$ cat src/rtl/openmips_rst_ctrl.sv
// Reset/run sequencer for the openMIPS minimal SoC: synchronizes board reset release,
// holds the CPU in reset for a fixed time, runs it and optionally halts it after a budget.
//
// state | meaning
// RESET | board reset active or release not yet synchronized, cpu_rst high
// HOLD  | synchronized release seen, cpu_rst held high for the hold time
// RUN   | CPU running, run_cnt counting
// HALT  | run budget exhausted, CPU frozen in reset until halt_clr or soft reset
module openmips_rst_ctrl #(
    parameter int SYNC_STAGES = 2,
    parameter int HOLD_CYCLES = 10,
    parameter int RUN_LIMIT   = 50,
    parameter int CNT_W       = 32
) (
    input  logic             clk,
    input  logic             rst,
    input  logic             soft_rst_req,
    input  logic             halt_clr,
    output logic             cpu_rst,
    output logic             cpu_run,
    output logic             halted,
    output logic [1:0]       state_o,
    output logic [CNT_W-1:0] run_cnt
);

    localparam int SYNC_N = (SYNC_STAGES < 2) ? 2 : SYNC_STAGES;
    localparam int HOLD_N = (HOLD_CYCLES < 1) ? 1 : HOLD_CYCLES;
    localparam int HOLD_W = $clog2(HOLD_N + 1);
    localparam logic [HOLD_W-1:0] HOLD_LAST = HOLD_W'(HOLD_N - 1);
    localparam logic [CNT_W-1:0]  RUN_LAST  = CNT_W'(RUN_LIMIT);

    typedef enum logic [1:0] {
        S_RESET = 2'd0,
        S_HOLD  = 2'd1,
        S_RUN   = 2'd2,
        S_HALT  = 2'd3
    } state_t;

    state_t            state;
    logic [SYNC_N-1:0] sync_q;
    logic              rst_sync;
    logic [HOLD_W-1:0] hold_cnt;
    logic [CNT_W-1:0]  run_inc;
    logic              restart;

    assign rst_sync = sync_q[SYNC_N-1];
    assign state_o  = state;

    // Saturating increment so an unlimited run never wraps back to zero.
    assign run_inc = (run_cnt == '1) ? run_cnt : run_cnt + CNT_W'(1);

    assign restart = (state != S_RESET) &&
                     (soft_rst_req || ((state == S_HALT) && halt_clr));

    always_ff @(posedge clk or negedge rst) begin
        if (!rst) begin
            sync_q <= '0;
        end else begin
            sync_q <= {sync_q[SYNC_N-2:0], 1'b1};
        end
    end

    always_ff @(posedge clk or negedge rst) begin
        if (!rst) begin
            state    <= S_RESET;
            cpu_rst  <= 1'b1;
            cpu_run  <= 1'b0;
            halted   <= 1'b0;
            run_cnt  <= '0;
            hold_cnt <= '0;
        end else if (restart) begin
            state    <= S_HOLD;
            cpu_rst  <= 1'b1;
            cpu_run  <= 1'b0;
            halted   <= 1'b0;
            run_cnt  <= '0;
            hold_cnt <= '0;
        end else begin
            case (state)
                S_RESET: begin
                    if (rst_sync) begin
                        state    <= S_HOLD;
                        hold_cnt <= '0;
                    end
                end
                S_HOLD: begin
                    if (hold_cnt == HOLD_LAST) begin
                        state   <= S_RUN;
                        cpu_rst <= 1'b0;
                        cpu_run <= 1'b1;
                        run_cnt <= '0;
                    end else begin
                        hold_cnt <= hold_cnt + HOLD_W'(1);
                    end
                end
                S_RUN: begin
                    run_cnt <= run_inc;
                    if ((RUN_LIMIT != 0) && (run_inc == RUN_LAST)) begin
                        state   <= S_HALT;
                        cpu_rst <= 1'b1;
                        cpu_run <= 1'b0;
                        halted  <= 1'b1;
                    end
                end
                S_HALT: begin
                end
            endcase
        end
    end

endmodule

$ cat config.mk
export PLATFORM = sky130hd
export DESIGN_NAME = openmips_rst_ctrl
export DESIGN_NICKNAME = d
export VERILOG_FILES = /design/src/rtl/openmips_rst_ctrl.sv
export SDC_FILE = /design/constraint.sdc
export NUM_CORES = 1
export LEC_CHECK = 0
export ABC_AREA = 1
export BUFFER_PORTS_ARGS = -buffer_cell sky130_fd_sc_hd__buf_4
export CAP_MARGIN = 10
export CORE_MARGIN = 1.5
export CORE_UTILIZATION = 40
export CTS_CLUSTER_SIZE = 30
export DETAILED_ROUTE_END_ITERATION = 12
export GPL_ROUTABILITY_DRIVEN = 0
export SETUP_SLACK_MARGIN = 0.3
export SLEW_MARGIN = 15
export SYNTH_ARGS = -nofsm -noshare
export SYNTH_HDL_FRONTEND = slang
export SYNTH_SLANG_ARGS = --single-unit
$ cat constraint.sdc
create_clock -name clk -period 2.35 [get_ports clk]
set_clock_uncertainty 0.2 [all_clocks]
set_input_delay 0.1175 -clock clk [delete_from_list [all_inputs] [get_ports clk]]
set_output_delay 0.1175 -clock clk [all_outputs]
set_load 0.02 [all_outputs]
==> impl_metrics.toml <==
[run_status]
status = "finished with violations"
violations_in_the_final_reports = "negative setup slack"

[routing]
drt_iter0_markers = 297
avgRoutedWirePerCell_um = 16.9
num_vias = 3755
route.antenna.remaining_nets = 0
drt_pre_antenna_iters = 5
viasPerCell = 5.40
finalWirelength_um = 11700
number_of_drc_violations_after_detailed_routing = 0

[grt]
grt_antenna_before_repair = 0
grt_pass1_vias = 3454
grtUsageTotal_pct = 26.9
grt_overflow_total = 0
grt_max_degree = 44
wire_length_of_the_first_global_routing_pass_um = 17200

[hold_path]
hold_start = "soft_rst_req"
hold-path-endpoint = "hold_cnt[3]"
min_path_type = "primary input to register"
timing.hold.worst_path_depth = 4

[critical_path]
worst_r2r_path_depth = 16
startpoint_type = "register"
worst_setup_slack_for_register_to_register_paths_ps = -50
timing.critical_path.to_type = "register"
worst_endpoint_required_time_ps = 2350
crit_path_start = "run_cnt[25]"
worst-path-max-fanout = 5
r2r-start = "run_cnt[25]"
rr_endpoint = "state_o[1]"
criticalPathCategory = "register to register"
worst-endpoint-arrival_ps = 2400

[synth]
synth_most_common_cell = "sky130_fd_sc_hd__nand2_1"
async_flop_share_pct = 100
synth.largest_area_cell = "sky130_fd_sc_hd__dfrtp_1"
count_of_warnings_emitted_by_yosys = 0
syn_avg_cell_area_um2 = 6.56
synthTopCellsByCount = "sky130_fd_sc_hd__nand2_1, sky130_fd_sc_hd__nor2_1, sky130_fd_sc_hd__inv_1"
post_synth_net_total = 474
synthCells = 462
synth_edf_count = 0
ff_latch_count_synth = 43
sequential_cell_area_fraction_in_the_yosys_report_pct = 35.5
top_post_synthesis_cells_by_area = "sky130_fd_sc_hd__dfrtp_1, sky130_fd_sc_hd__nand2_1, sky130_fd_sc_hd__nor2_1"
post_synth_num_cell_types = 31
ys_dominant_reg_cell = "sky130_fd_sc_hd__dfrtp_1"
yosysTopAreaCellShare_pct = 34.7
netlist_area_um2 = 3030

[timing]
setup_slack_ps = -48.9
holdWs_ps = 84.8
slew_headroom_pct = 62.0
setup_viol = 3
tightestPinTransition_ps = 570
grt_setup_unrepaired = "true"
maxSlewViolCount = 0
finalHoldViolations = 0
finalCriticalPeriod_ps = 2400
timing.fmax_ghz = 0.417
final.period_utilization_pct = 102

[place]
numPlacedInstances = 655
post_place_setup_slack_ps = -111
dpl.hpwl_um = 8060
placement.io_buffers = 40

[cts]
htree_levels = 2
path_clk_slew_ps = 90
ctsRootBufferMaster = "sky130_fd_sc_hd__clkbuf_8"
numCtsBuffers = 5
clk_latency_ps = 310
cts_tree = "built"
cts_buffer_depth = 2
clock_sink_total = 43

[power]
power.density_cell_area_nw_per_um2 = 681
vdd_ir_drop_max_v = 0.00103
leakage_nw = 2.29

[layout]
areaGrowthSynthToFinish_pct = 63.7
antenna-diode-count = 0
layoutNonFillerInstCount = 696
design.final.nets = 608
layout_cells_sized_above_1_pct = 48.9
finish.utilization_pct = 68.1

[floorplanning]
die_x_um = 90.1
standard_cell_rows = 31
floorplan.die.height_um = 90.1
boundaryPins = 41
start_util_pct = 41.6
fp.coreArea_um2 = 7290
die_area_um2 = 8110

[run]
maxCapViolations = 0
[cell families after synthesis]
kind of cell    share of synthesized area, %
flops                                   35.5
buf+inv                                 7.71
compound gates                          10.7
xor+xnor                                2.02
other cells                            0.124
simple gates                            40.6
fa+ha+maj                               3.30
[layout make-up]
class	instances	area, um^2
clock buffers	5	68.8
fillers	641	2330
flip-flops and latches	43	1090
well taps	99	124
repair buffers	135	1120
inverters	51	221
clock inverters	3	43.8
multi-input cells	360	2300
[where the power goes]
group / leakage [nW] / total [mW] / switching (mW) / internal (mW)
combinational: 1.67 / 1.88 / 1.06 / 0.816
sequential: 0.569 / 0.908 / 0.0901 / 0.818
clock: 0.0581 / 0.595 / 0.278 / 0.317
[cells in the final DEF (no fill, tap or decap), types with 4 or more instances in the layout]
cell type | synthesis | layout
sky130_fd_sc_hd__o21ai_4 | 0 | 4
sky130_fd_sc_hd__xor2_1 | 7 | 6
sky130_fd_sc_hd__nor2_2 | 11 | 24
sky130_fd_sc_hd__o21ai_0 | 28 | 8
sky130_fd_sc_hd__nand2_2 | 3 | 32
sky130_fd_sc_hd__inv_2 | 3 | 7
sky130_fd_sc_hd__buf_4 | 1 | 122
sky130_fd_sc_hd__nor2_4 | 2 | 26
sky130_fd_sc_hd__inv_1 | 48 | 39
sky130_fd_sc_hd__nand4_1 | 8 | 8
sky130_fd_sc_hd__o21ai_1 | 0 | 6
sky130_fd_sc_hd__clkbuf_8 | 0 | 5
sky130_fd_sc_hd__nor2_1 | 71 | 34
sky130_fd_sc_hd__ha_1 | 8 | 5
sky130_fd_sc_hd__o21ai_2 | 0 | 10
sky130_fd_sc_hd__dfrtp_1 | 42 | 32
sky130_fd_sc_hd__nand2_4 | 2 | 6
sky130_fd_sc_hd__dfrtp_2 | 0 | 10
sky130_fd_sc_hd__nand3_1 | 31 | 30
sky130_fd_sc_hd__buf_6 | 1 | 6
sky130_fd_sc_hd__nand2_1 | 155 | 121
sky130_fd_sc_hd__o22ai_1 | 17 | 4
sky130_fd_sc_hd__o22ai_2 | 0 | 13
[per-stage QoR]
stage / cell area, um^2 / TNS (ps) / power, mW
final: 4970 / -104 / 3.38
after global routing: 4970 / -832 / 3.55
after CTS: 4340 / 0 / 2.64
after detailed placement: 4000 / -369 / 1.90
after global placement: 4000 / -417 / 1.88
after floorplan: 3160 / 0 / 1.51
[worst max-delay path by stage]
stage                            end  slack (ps)
after detailed placement  state_o[1]        -110
after global placement    state_o[1]        -110
after floorplan           state_o[0]         150
after global routing      state_o[1]        -230
final                     state_o[1]         -50
after CTS                    cpu_run          30
[repair_timing]
action                                  in CTS  in global routing
resized for setup                           47                121
gates cloned                                 0                  3
hold buffers                                 1                  0
endpoints found under the setup margin      37                 39
endpoints found under the hold margin       43                  0
pin swaps                                   10                 50
buffers inserted                             6                 23
[metal layers]
layer  track usage (%)  share of wire [%]
met1              36.2                 42
met2              43.6                 47
met3              4.99                7.9
met4              8.60                3.4
met5                 0                  0
[worst max-delay path, stage by stage (launching register included)]
cell and delay, ps:
sky130_fd_sc_hd__dfrtp_1 400, sky130_fd_sc_hd__nand2_1 100, sky130_fd_sc_hd__nor2_1 190, sky130_fd_sc_hd__nand2_1 160, sky130_fd_sc_hd__nor2_4 220, sky130_fd_sc_hd__nand2_8 120
sky130_fd_sc_hd__buf_4 160, sky130_fd_sc_hd__nand2_1 50, sky130_fd_sc_hd__nand2_1 70, sky130_fd_sc_hd__nand2_2 70, sky130_fd_sc_hd__nor2_1 40, sky130_fd_sc_hd__nand3_1 70
sky130_fd_sc_hd__nor2_1 40, sky130_fd_sc_hd__nand2_1 110, sky130_fd_sc_hd__nand2_2 110, sky130_fd_sc_hd__nand3_1 110, sky130_fd_sc_hd__nand2_1 60
[registers in the layout, summed over array words and instances (netlist names)]
name / cells
sync_q: 2
cpu_run: 1
run_cnt: 32
cpu_rst: 1
state_o: 2
halted: 1
hold_cnt: 4
Power figures use the tool's default switching activity.
